`src/rtl/stepper_ramp_gen_if.sv`:
```
// Move-command channel into the stepper ramp generator.
//   cmd_valid  master -> slave  a move command is presented
//   cmd_ready  slave -> master  generator is idle and will take the command
//   cmd_steps  master -> slave  number of steps to issue
//   cmd_ccw    master -> slave  direction of the move, 1 = CCW
interface stepper_ramp_gen_if #(
   parameter int COUNT_BITS = 16
);
   logic                  cmd_valid;
   logic                  cmd_ready;
   logic [COUNT_BITS-1:0] cmd_steps;
   logic                  cmd_ccw;

   modport master (
      output cmd_valid,
      output cmd_steps,
      output cmd_ccw,
      input  cmd_ready
   );

   modport slave (
      input  cmd_valid,
      input  cmd_steps,
      input  cmd_ccw,
      output cmd_ready
   );
endinterface

```
`src/rtl/stepper_ramp_gen.sv`:
```
// Trapezoidal motion-profile generator for the stepper phase sequencer.
// Takes a move command (step count + direction) and emits one-cycle step
// pulses whose spacing ramps from MAX_INTERVAL down to MIN_INTERVAL and back
// up again, so the motor starts and stops without stalling. Abort requests a
// controlled, symmetric deceleration to standstill.
//
// Ports
//   clock          system clock
//   reset          synchronous, active-high
//   cmd            command channel (slave side): valid/ready/steps/ccw
//   abort          level request to decelerate and stop (ignored when idle)
//   step           one-cycle step pulse to the phase sequencer
//   direction_ccw  direction of the current/last move
//   busy           a move is in progress
//   steps_done     steps issued since the last accepted command
//
// State | meaning
// ------+-------------------------------------------------------------
// IDLE  | waiting for a command; cmd_ready high (unless in reset)
// RUN   | move in progress; counting out the interval between steps
module stepper_ramp_gen #(
   parameter int MAX_INTERVAL  = 54000,
   parameter int MIN_INTERVAL  = 27000,
   parameter int ACCEL_STEP    = 100,
   parameter int COUNT_BITS    = 16,
   parameter int INTERVAL_BITS = $clog2(MAX_INTERVAL + ACCEL_STEP + 1)
) (
   input  logic                  clock,
   input  logic                  reset,
   stepper_ramp_gen_if.slave     cmd,
   input  logic                  abort,
   output logic                  step,
   output logic                  direction_ccw,
   output logic                  busy,
   output logic [COUNT_BITS-1:0] steps_done
);

   localparam int IW = INTERVAL_BITS;
   localparam int CB = COUNT_BITS;

   localparam logic [IW-1:0] MAX_I = IW'(MAX_INTERVAL);
   localparam logic [IW-1:0] MIN_I = IW'(MIN_INTERVAL);
   localparam logic [IW-1:0] ACC_I = IW'(ACCEL_STEP);

   typedef enum logic {
      IDLE = 1'b0,
      RUN  = 1'b1
   } state_t;

   state_t          state,     state_nxt;
   logic [IW-1:0]   counter,   counter_nxt;
   logic [IW-1:0]   interval,  interval_nxt;
   logic [CB-1:0]   ramp,      ramp_nxt;
   logic [CB-1:0]   remaining, remaining_nxt;
   logic [CB-1:0]   r_dec;
   logic            step_nxt;
   logic            dir_nxt;
   logic            busy_nxt;
   logic [CB-1:0]   done_nxt;

   // Decoded rather than registered so the handshake tracks state directly;
   // held low during reset so nothing is accepted on the reset edge.
   assign cmd.cmd_ready = (state == IDLE) && !reset;

   always_ff @(posedge clock) begin
      if (reset) begin
         state         <= IDLE;
         counter       <= '0;
         interval      <= '0;
         ramp          <= '0;
         remaining     <= '0;
         step          <= 1'b0;
         direction_ccw <= 1'b0;
         busy          <= 1'b0;
         steps_done    <= '0;
      end else begin
         state         <= state_nxt;
         counter       <= counter_nxt;
         interval      <= interval_nxt;
         ramp          <= ramp_nxt;
         remaining     <= remaining_nxt;
         step          <= step_nxt;
         direction_ccw <= dir_nxt;
         busy          <= busy_nxt;
         steps_done    <= done_nxt;
      end
   end

   always_comb begin
      state_nxt     = state;
      counter_nxt   = counter;
      interval_nxt  = interval;
      ramp_nxt      = ramp;
      remaining_nxt = remaining;
      step_nxt      = 1'b0;
      dir_nxt       = direction_ccw;
      done_nxt      = steps_done;
      r_dec         = remaining - CB'(1);

      case (state)
         IDLE: begin
            if (cmd.cmd_valid && cmd.cmd_ready) begin
               dir_nxt  = cmd.cmd_ccw;
               done_nxt = '0;
               if (cmd.cmd_steps != '0) begin
                  remaining_nxt = cmd.cmd_steps;
                  interval_nxt  = MAX_I;
                  counter_nxt   = '0;
                  ramp_nxt      = '0;
                  state_nxt     = RUN;
               end
            end
         end

         RUN: begin
            counter_nxt = counter + IW'(1);
            if (counter == interval - IW'(1)) begin
               counter_nxt   = '0;
               step_nxt      = 1'b1;
               remaining_nxt = r_dec;
               done_nxt      = steps_done + CB'(1);
               if (r_dec == '0) begin
                  state_nxt = IDLE;
               end else if (r_dec <= ramp) begin
                  // Decelerate: the steps left are just enough to unwind the
                  // accelerations already taken.
                  interval_nxt = (interval + ACC_I > MAX_I) ? MAX_I : interval + ACC_I;
                  ramp_nxt     = (ramp == '0) ? '0 : ramp - CB'(1);
               end else if (interval > MIN_I) begin
                  // Compare before subtracting so the interval never wraps.
                  interval_nxt = (interval > MIN_I + ACC_I) ? interval - ACC_I : MIN_I;
                  ramp_nxt     = ramp + CB'(1);
               end
            end
            // Abort keeps only the steps needed to ramp back down, so the
            // stop is as gentle as the normal end of a move.
            if (abort && state_nxt == RUN) begin
               if (remaining_nxt > ramp_nxt + CB'(1)) begin
                  remaining_nxt = ramp_nxt + CB'(1);
               end
            end
         end

         default: begin
            state_nxt = IDLE;
         end
      endcase

      busy_nxt = (state_nxt == RUN);
   end

endmodule

```
`src/flat_wrapper.sv`:
```
// flat-port wrapper written by rule: the top's interface ports become plain ports
module stepper_ramp_gen_flat 
#(
   parameter int MAX_INTERVAL  = 54000,
   parameter int MIN_INTERVAL  = 27000,
   parameter int ACCEL_STEP    = 100,
   parameter int COUNT_BITS    = 16,
   parameter int INTERVAL_BITS = $clog2(MAX_INTERVAL + ACCEL_STEP + 1)
)
  (clock, reset, abort, step, direction_ccw, busy, steps_done, cmd_cmd_valid, cmd_cmd_steps, cmd_cmd_ccw, cmd_cmd_ready);
  stepper_ramp_gen_if #(.COUNT_BITS(COUNT_BITS)) cmd_i ();
  input  logic clock;
  input  logic reset;
  input  logic abort;
  output logic step;
  output logic direction_ccw;
  output logic busy;
  output logic [COUNT_BITS-1:0] steps_done;
  input wire logic [$bits(cmd_i.cmd_valid)-1:0] cmd_cmd_valid;
  input wire logic [$bits(cmd_i.cmd_steps)-1:0] cmd_cmd_steps;
  input wire logic [$bits(cmd_i.cmd_ccw)-1:0] cmd_cmd_ccw;
  output wire logic [$bits(cmd_i.cmd_ready)-1:0] cmd_cmd_ready;
  assign cmd_i.cmd_valid = cmd_cmd_valid;
  assign cmd_i.cmd_steps = cmd_cmd_steps;
  assign cmd_i.cmd_ccw = cmd_cmd_ccw;
  assign cmd_cmd_ready = cmd_i.cmd_ready;
  stepper_ramp_gen #(.MAX_INTERVAL(MAX_INTERVAL), .MIN_INTERVAL(MIN_INTERVAL), .ACCEL_STEP(ACCEL_STEP), .COUNT_BITS(COUNT_BITS), .INTERVAL_BITS(INTERVAL_BITS)) u_core (.clock(clock), .reset(reset), .cmd(cmd_i), .abort(abort), .step(step), .direction_ccw(direction_ccw), .busy(busy), .steps_done(steps_done));
endmodule
```
`config.mk`:
```
export PLATFORM = sky130hd
export DESIGN_NAME = stepper_ramp_gen_flat
export DESIGN_NICKNAME = d
export VERILOG_FILES = /design/src/rtl/stepper_ramp_gen_if.sv /design/src/rtl/stepper_ramp_gen.sv /design/src/flat_wrapper.sv
export SDC_FILE = /design/constraint.sdc
export NUM_CORES = 1
export LEC_CHECK = 0
export CORE_ASPECT_RATIO = 1.1
export CORE_MARGIN = 4
export CORE_UTILIZATION = 40
export CTS_CLUSTER_DIAMETER = 80
export DETAILED_ROUTE_END_ITERATION = 8
export PLACE_DENSITY = 0.71
export REMOVE_ABC_BUFFERS = 1
export SYNTH_ARGS = -nofsm -noshare
export SYNTH_HDL_FRONTEND = slang
export SYNTH_SLANG_ARGS = --single-unit
export TNS_END_PERCENT = 20
```
`constraint.sdc`:
```
create_clock -name clock -period 6.5 [get_ports clock]
set_clock_uncertainty 0.1 [all_clocks]
set_input_delay 1.3 -clock clock [delete_from_list [all_inputs] [get_ports clock]]
set_output_delay 1.3 -clock clock [all_outputs]
set_load 0.005 [all_outputs]
```
==> results of run 1 <==
==> worst paths after layout <==
kind | cells past startpoint | slack, ns | end
worst max-delay path | 33 | -0.11 | u_core.remaining[9]$_SDFFE_PP0P_
worst min-delay path | 2 | 0.42 | u_core.steps_done[15]$_SDFFE_PP0P_
worst max register to register | 33 | -0.11 | u_core.remaining[9]$_SDFFE_PP0P_
worst min register to register | 2 | 0.42 | u_core.steps_done[15]$_SDFFE_PP0P_
==> routing by layer <==
| metal | track usage, % | vias to the layer above |
|---|---|---|
| li1 | - | 4014 |
| met3 | 2.644 | 69 |
| met2 | 33.80 | 309 |
| met4 | 9.737 | 0 |
| met1 | 29.43 | 3837 |
| met5 | 0 | - |
==> worst register-to-register path: cells and delay by family, from the launching register on <==
kind / cells / cell delay [ns]
AO/OA/AOI/OAI: 12 / 1.56
XOR/XNOR: 2 / 0.34
adder cells (fa/ha/maj): 3 / 0.73
buffers and inverters: 8 / 1.16
flip-flops: 1 / 0.34
AND/OR/NAND/NOR: 8 / 2.25
==> state kept, by name, indices dropped and copies added, names as in the netlist <==
signal and cells:
u_core.steps_done 16, u_core.ramp 16, u_core.step 1, u_core.remaining 16, u_core.counter 16, u_core.busy 1, u_core.direction_ccw 1, u_core.interval 14
==> logic make-up (layout without fill, tap and decap cells) <==
family | count (synthesis) | in the layout | synth area share (%)
adder cells (fa/ha/maj) | 45 | 45 | 7.273
multiplexers | 23 | 23 | 3.281
flip-flops | 81 | 81 | 20.95
buffers and inverters | 104 | 193 | 5.334
AO/OA/AOI/OAI | 255 | 255 | 22.21
AND/OR/NAND/NOR | 445 | 446 | 30.21
XOR/XNOR | 95 | 95 | 10.75
==> power by group <==
| group | switching (uW) | internal (uW) | total [uW] |
|---|---|---|---|
| sequential | 26.9 | 511 | 538 |
| combinational | 519 | 401 | 920 |
| clock | 255 | 311 | 566 |
==> final cells by class <==
cell class,count,area (um2)
fillers,1869,9598
multi-input cells,864,5938
flip-flops and latches,81,1624
repair buffers,144,1187
well taps,247,309.0
clock buffers,9,225.2
inverters,33,123.9
clock inverters,7,92.59
==> cell usage after synthesis, types with 20 or more instances <==
library cell / number / area (um2)
sky130_fd_sc_hd__a211oi_1: 20 / 150.1
sky130_fd_sc_hd__a21oi_1: 69 / 345.3
sky130_fd_sc_hd__and3_1: 28 / 175.2
sky130_fd_sc_hd__clkbuf_1: 55 / 206.5
sky130_fd_sc_hd__dfxtp_1: 81 / 1622
sky130_fd_sc_hd__ha_1: 45 / 563.0
sky130_fd_sc_hd__inv_1: 31 / 116.4
sky130_fd_sc_hd__nand2_1: 86 / 322.8
sky130_fd_sc_hd__nand3_1: 42 / 210.2
sky130_fd_sc_hd__nand4_1: 29 / 181.4
sky130_fd_sc_hd__nor2_1: 128 / 480.5
sky130_fd_sc_hd__nor3_1: 28 / 140.1
sky130_fd_sc_hd__nor4_1: 20 / 125.1
sky130_fd_sc_hd__o21ai_0: 47 / 235.2
sky130_fd_sc_hd__xnor2_1: 48 / 420.4
sky130_fd_sc_hd__xor2_1: 47 / 411.6
==> stage by stage <==
stage	utilization, %	instance area, um2
6_report	49.74	9500
3_5_place_dp	46.40	8861
2_1_floorplan	-	7452
4_1_cts	48.58	9278
5_1_grt	49.74	9500
3_3_place_gp	46.40	8861
==> repair_timing <==
item,CTS,global route
endpoints found under the setup margin,16,16
hold buffers,0,0
resized for setup,18,31
setup buffers,1,10
cloned,0,3
pin swaps,1,19
==> summary.md, run 1 <==
The flow ran to the end, but the final reports show violations. The final reports fail on setup timing. Counting flops with a built-in enable in the synthesized netlist gives 0. The post-synth design cell area is 7741 um2, and the number of buffer cells added on primary ports is 40. For this run, the total global-route usage over all layers was measured as 21.50%. Summed over all layers, the global routing overflow is 0. The tools report the relative max-transition margin as 29.59%. Residual DRC count: 0. Leading cell type in the layout, fill and taps excluded: sky130_fd_sc_hd__nor2_1. Derived from the worst setup path, the maximum achievable clock frequency is 151.3 MHz. For the leakage component of the power, the log shows 0.003692 uW. The total wire length came out at 24220 um. From synthesis to final layout, the design area changed by 22.73%. Counting both buffers and inverters, the worst setup path holds a total of 8.

0 antenna diodes ended up in the layout. The worst vdd rail ir drop is 169.1 uV. For the core area, the log shows 19100 um2. The wire-length estimate of the detail-placed layout is 17500 um.

STA puts the critical path data arrival time at 6.73 ns. The number of clock buffers added by TritonCTS is 9. The worst hold path begins at u_core.steps_done[15]$_SDFFE_PP0P_. Layout net count: 1199. The final setup slack of the worst path is -0.1087 ns. Max-cap violations in this run came to 0. The pre-antenna-repair detailed-routing pass consisted of 6 iterations.

During synthesis, Yosys emitted a total of 0 warnings. The run gives 40.53% as the effective utilization at floorplan. The tree built by TritonCTS fans out to 81 sinks. The largest fanout on the critical path was 5; the worst setup slack after placement was -0.3955 ns.

The run gives 1048 as the number of standard cells after synthesis. In this run the critical register-to-register path is launched from u_core.remaining[0]$_SDFFE_PP0P_. In the synthesized netlist the dominant register cell turns out to be sky130_fd_sc_hd__dfxtp_1. The synthesized netlist contains 84 unique library cells. For the source-to-sink clock delay at the later pin of the worst-skew pair, the log shows 0.36 ns. For this run, the register share of the synthesized area comes to 20.95%. Among all stages on the critical path, the largest delay is contributed by sky130_fd_sc_hd__or4b_4. Summed over all nets, wire length on met2 after detailed routing comes to 10950 um. The site row count was 53; the ratio of final minimum period to clock period was 101.7%. Leaving out filler cells and counting taps, the final layout contains 1385. The kind of cell with the highest combined delay along the critical path is simple AND/OR/NAND/NOR gates. Clock-pin slew was measured on the worst setup and hold paths at 0.07 ns. The total met3 wirelength after detailed routing was 1466 um; the count of antenna-violating nets left after detailed routing was 0. The most used cell along the critical path is sky130_fd_sc_hd__buf_4. Data on the critical path is required at its endpoint by 6.62 ns.

The top cell types in the final layout, fill and taps aside, are sky130_fd_sc_hd__nor2_1, sky130_fd_sc_hd__buf_4, sky130_fd_sc_hd__nand2_1. Final hold analysis gives a worst-case slack of 0.4219 ns. The top-level port count is 41, and the number of setup violations in the final report is 13. Power spread over the standard cell area amounts to 213.1 nW/um2. Horizontal extent of the die: 140.6 um.

The largest net degree at the start of global routing was 49. Using the TritonRoute via totals, the vias-per-cell ratio works out to 5.942. The number of placed instances, taps included is 1356, and the share of final-layout standard cells stronger than drive strength 1 is 16.26%. Setup repair after global routing could not meet its margin everywhere. The path class of the lowest-slack min-delay path is flip-flop to flip-flop. The tools report the critical path capture point type as a flip-flop. The delay of the slowest cell on the worst path was 0.59 ns; the max-slew violation total from the final report was 0.

The number of global-route vias before repair is 7513. For the final routed database, the setup TNS stands at -0.5942 ns. The synthesized design contains 81 register bits.

The routed layout has 8229 vias. The tree is rooted in a sky130_fd_sc_hd__clkbuf_16. The actual slew at the worst max-slew pin was 1.045 ns; the final weighted congestion in routability-driven placement was 0.9651.

The H-tree was split into 3 levels. In the final routed layout, each cell accounts on average for 17.49 um. The run gives 0 as the number of endpoints with negative hold slack in the final report.

TritonCTS built the clock tree. The tools report the worst setup path startpoint as u_core.remaining[0]$_SDFFE_PP0P_. For this block, wires on met1 add up to 10890 um.

The die outline height came out at 153.9 um. The highest routing layer actually used is met4. No sink is reached through more buffers than the 2 on the longest clock path. For the die footprint, the log shows 21650 um2. The average size of a mapped cell was 7.387 um2; the number of antenna violations at the first check in global routing was 0. After the first detailed-routing iteration, the DRC count stood at 623. Counting I/O delays and the setup requirement, the final critical path takes 6.609 ns. The first global-routing pass estimated 38610 um of wire. Sort of element at the start of the critical path: a flip-flop. Total power for the finished layout comes to 2025 uW. In the synthesized netlist the async set-or-reset flop fraction comes to 0%. The critical path in this run is classified as flip-flop to flip-flop.
Power figures use the tool's default switching activity.
==> run 2: changes to the inputs <==
--- a/config.mk
+++ b/config.mk
@@ -5,6 +5,7 @@
 export SDC_FILE = /design/constraint.sdc
 export NUM_CORES = 1
 export LEC_CHECK = 0
+export CAP_MARGIN = 20
 export CORE_ASPECT_RATIO = 1.1
 export CORE_MARGIN = 4
 export CORE_UTILIZATION = 40
==> results of run 2 <==
The final DEF is identical to that of run 1; final timing and power are the same.
==> run 3: changes to the inputs <==
--- a/config.mk
+++ b/config.mk
@@ -16,4 +16,4 @@
 export SYNTH_ARGS = -nofsm -noshare
 export SYNTH_HDL_FRONTEND = slang
 export SYNTH_SLANG_ARGS = --single-unit
-export TNS_END_PERCENT = 20
+export TNS_END_PERCENT = 1
==> summary.md, run 3 (synthesized netlist as in run 1, its figures left out) <==
The run finished, with violations left. The checks that failed: setup timing. The data required time at the worst endpoint was 6.62 ns (about the same). Sort of element at the start of the critical path: a flip-flop. The number of cells on the worst hold path was 2 (unchanged); the number of endpoints with negative hold slack in the final report was 0 (unchanged).

The total overflow reported by the global router came out at 0 (unchanged). In this run the clock root is driven by a sky130_fd_sc_hd__clkbuf_16. In the layout the commonest cells are sky130_fd_sc_hd__nor2_1, sky130_fd_sc_hd__buf_4, sky130_fd_sc_hd__nand2_1.

The relative max-transition margin was 29.16% (-0.43 points). The library cell used most frequently in the layout, excluding fill and tap cells, is sky130_fd_sc_hd__nor2_1. Most used cell along the critical path: sky130_fd_sc_hd__buf_4. For the number of setup violations in the final report, the log shows 13 (unchanged). The cell family with the largest share of critical-path delay was simple AND/OR/NAND/NOR gates.

For the largest net degree at the start of global routing, the log shows 49 (unchanged). TritonCTS built the clock tree. The residual DRC count is 0 (unchanged), and the source-to-sink clock delay at the later pin of the worst-skew pair is 0.36 ns (about the same). The critical-path cell with the highest stage delay was sky130_fd_sc_hd__or4b_4.

The max-slew violation total from the final report came out at 0 (unchanged). Delay of the slowest cell on the worst path: 0.59 ns (about the same). Effective utilization at floorplan: 40.53% (unchanged). The logs give 5938 um2 (unchanged) for the multi-input logic area and 625 (+0.32%) for the violation count after the first detailed-route iteration. The run gives 1624 um2 (unchanged) as the sequential cell area. The logs give 3 (unchanged) for the H-tree depth reported by CTS and 151.2 MHz (about the same) for the timing-limited maximum frequency. The share of final-layout standard cells stronger than drive strength 1 came out at 16.17% (-0.088 points). The hold buffer count at CTS came out at 0 (unchanged). The via count normalized by instance count is 5.934 (-0.12%). The die footprint came out at 21650 um2 (unchanged). The layout-stage area growth over the synthesis result came out at 22.73% (unchanged). The summed negative setup slack over all endpoints was -0.6964 ns (-0.1022 ns). Actual slew at the worst max-slew pin: 1.051 ns (+0.006382 ns). The run gives 19100 um2 (unchanged) as the core area.

The logs give 5 (-1) for the first-pass detailed-route iteration total and 169.5 uV (+0.26%) for the worst vdd rail ir drop. The deepest clock path buffer count is 2 (unchanged), and the routed length per placed instance is 17.45 um (-0.23%). The time the worst path needs with I/O delays and setup was 6.615 ns (+0.005763 ns). The logs give 1199 (unchanged) for the layout net count and 9 (unchanged) for the TritonCTS buffer count. The leakage component of the power is 0.003692 uW (about the same), and the total power divided by cell area is 212.9 nW/um2 (about the same). HPWL after detailed placement: 17500 um (unchanged). The number of sinks driven by the clock tree came out at 81 (unchanged). The die outline height is 153.9 um (unchanged).

The largest fanout on the critical path was 5 (unchanged). The final weighted congestion in routability-driven placement was 0.9651 (unchanged). The critical path start-end classification is flip-flop to flip-flop. The count of antenna diodes in the layout was 0 (unchanged). The total of fill cells in the finished design came out at 1869 (unchanged). The ratio of final minimum period to clock period was 101.8% (about the same); the top-level port count was 41 (unchanged).

The number of cells traversed by the worst register-to-register path was 33 (unchanged). The logs give -0.1145 ns (-0.005763 ns) for the final setup slack of the worst path and 21.50% (unchanged) for the global-route usage over all layers. The count of max-cap constraint violations is 0 (unchanged). The number of global-route vias before repair came out at 7513 (unchanged). The data arrival time at the worst-slack endpoint is 6.73 ns (about the same). The number of antenna violations at the first check in global routing came out at 0 (unchanged). The number of buffer cells added on primary ports was 40 (unchanged). The total wire length is 24160 um (-0.23%). Count of antenna-violating nets left after detailed routing: 0 (unchanged).

The horizontal extent of the die was 140.6 um (unchanged). Count of cell instances traversed by the critical path: 33 (unchanged). The tools report the site row count as 53 (unchanged). The clock input transition at the sequential cells of the worst setup and hold paths came out at 0.07 ns (about the same). The critical path buffer and inverter count is 8 (unchanged), and the total vias in the final route is 8219 (-0.12%). Setup repair after global routing could not meet its margin everywhere. The first-pass GRT wire length is 38610 um (unchanged).

In this run the worst hold path is classified as flip-flop to flip-flop. STA classifies the critical path endpoint as a flip-flop. The worst hold slack after final layout is 0.4219 ns (unchanged).
==> run 3: cell count changes in the layout (fill, tap and decap cells not counted) <==
cell and change:
sky130_fd_sc_hd__inv_1 +1, sky130_fd_sc_hd__inv_2 -1
==> run 3: path summary, 6_finish.rpt <==
check                                                           to  slack, ns                          startpoint
worst max-delay path              u_core.remaining[9]$_SDFFE_PP0P_      -0.11    u_core.remaining[0]$_SDFFE_PP0P_
worst min-delay path            u_core.steps_done[15]$_SDFFE_PP0P_       0.42  u_core.steps_done[15]$_SDFFE_PP0P_
worst max register to register    u_core.remaining[9]$_SDFFE_PP0P_      -0.11    u_core.remaining[0]$_SDFFE_PP0P_
worst min register to register  u_core.steps_done[15]$_SDFFE_PP0P_       0.42  u_core.steps_done[15]$_SDFFE_PP0P_
==> run 3: layout make-up <==
| class | instances | share of cell area (%) |
|---|---|---|
| repair buffers | 144 | 12.50 |
| multi-input cells | 864 | 62.50 |
| well taps | 247 | 3.253 |
| flip-flops and latches | 81 | 17.09 |
| clock inverters | 7 | 0.9746 |
| clock buffers | 9 | 2.371 |
| inverters | 33 | 1.304 |
==> run 3: tightest hold or removal path: stages, from the launching register on <==
cell	delay, ns
sky130_fd_sc_hd__dfxtp_1	0.35
sky130_fd_sc_hd__xor2_1	0.07
sky130_fd_sc_hd__nor2_1	0.07
==> run 3: layer usage <==
layer	vias up	routed length (um)	global-route usage, %	part of all wire, %
met1	3853	10830	29.43	45
met5	-	0	0	0
met3	65	1477	2.644	6.1
met4	0	926	9.737	3.8
li1	4012	-	-	-
met2	289	10930	33.80	45
==> run 3: timing repair <==
item | CTS | global route
setup endpoints to repair | 16 | 16
pin swaps | 1 | 18
gates cloned | 0 | 3
gates resized for setup | 18 | 30
buffers inserted | 1 | 10
==> run 3: where the power goes <==
| part | switching [uW] | total [uW] | internal, uW |
|---|---|---|---|
| combinational | 518 | 919 | 401 |
| clock | 254 | 565 | 311 |
| sequential | 26.8 | 538 | 511 |
| total | 799 | 2020 | 1220 |
==> run 3: stage by stage <==
stage          util, %  setup slack [ns]  instance area [um2]  power, uW  cells
6_report         49.74           -0.1145                 9500       2023   1385
5_1_grt          49.74           -0.3383                 9500       2129   1385
4_1_cts          48.58          0.007335                 9278       1940   1373
3_5_place_dp     46.40           -0.3955                 8861       1341   1356
3_3_place_gp     46.40           -0.1544                 8861       1335   1356
2_1_floorplan        -            -1.397                 7452       1044    977
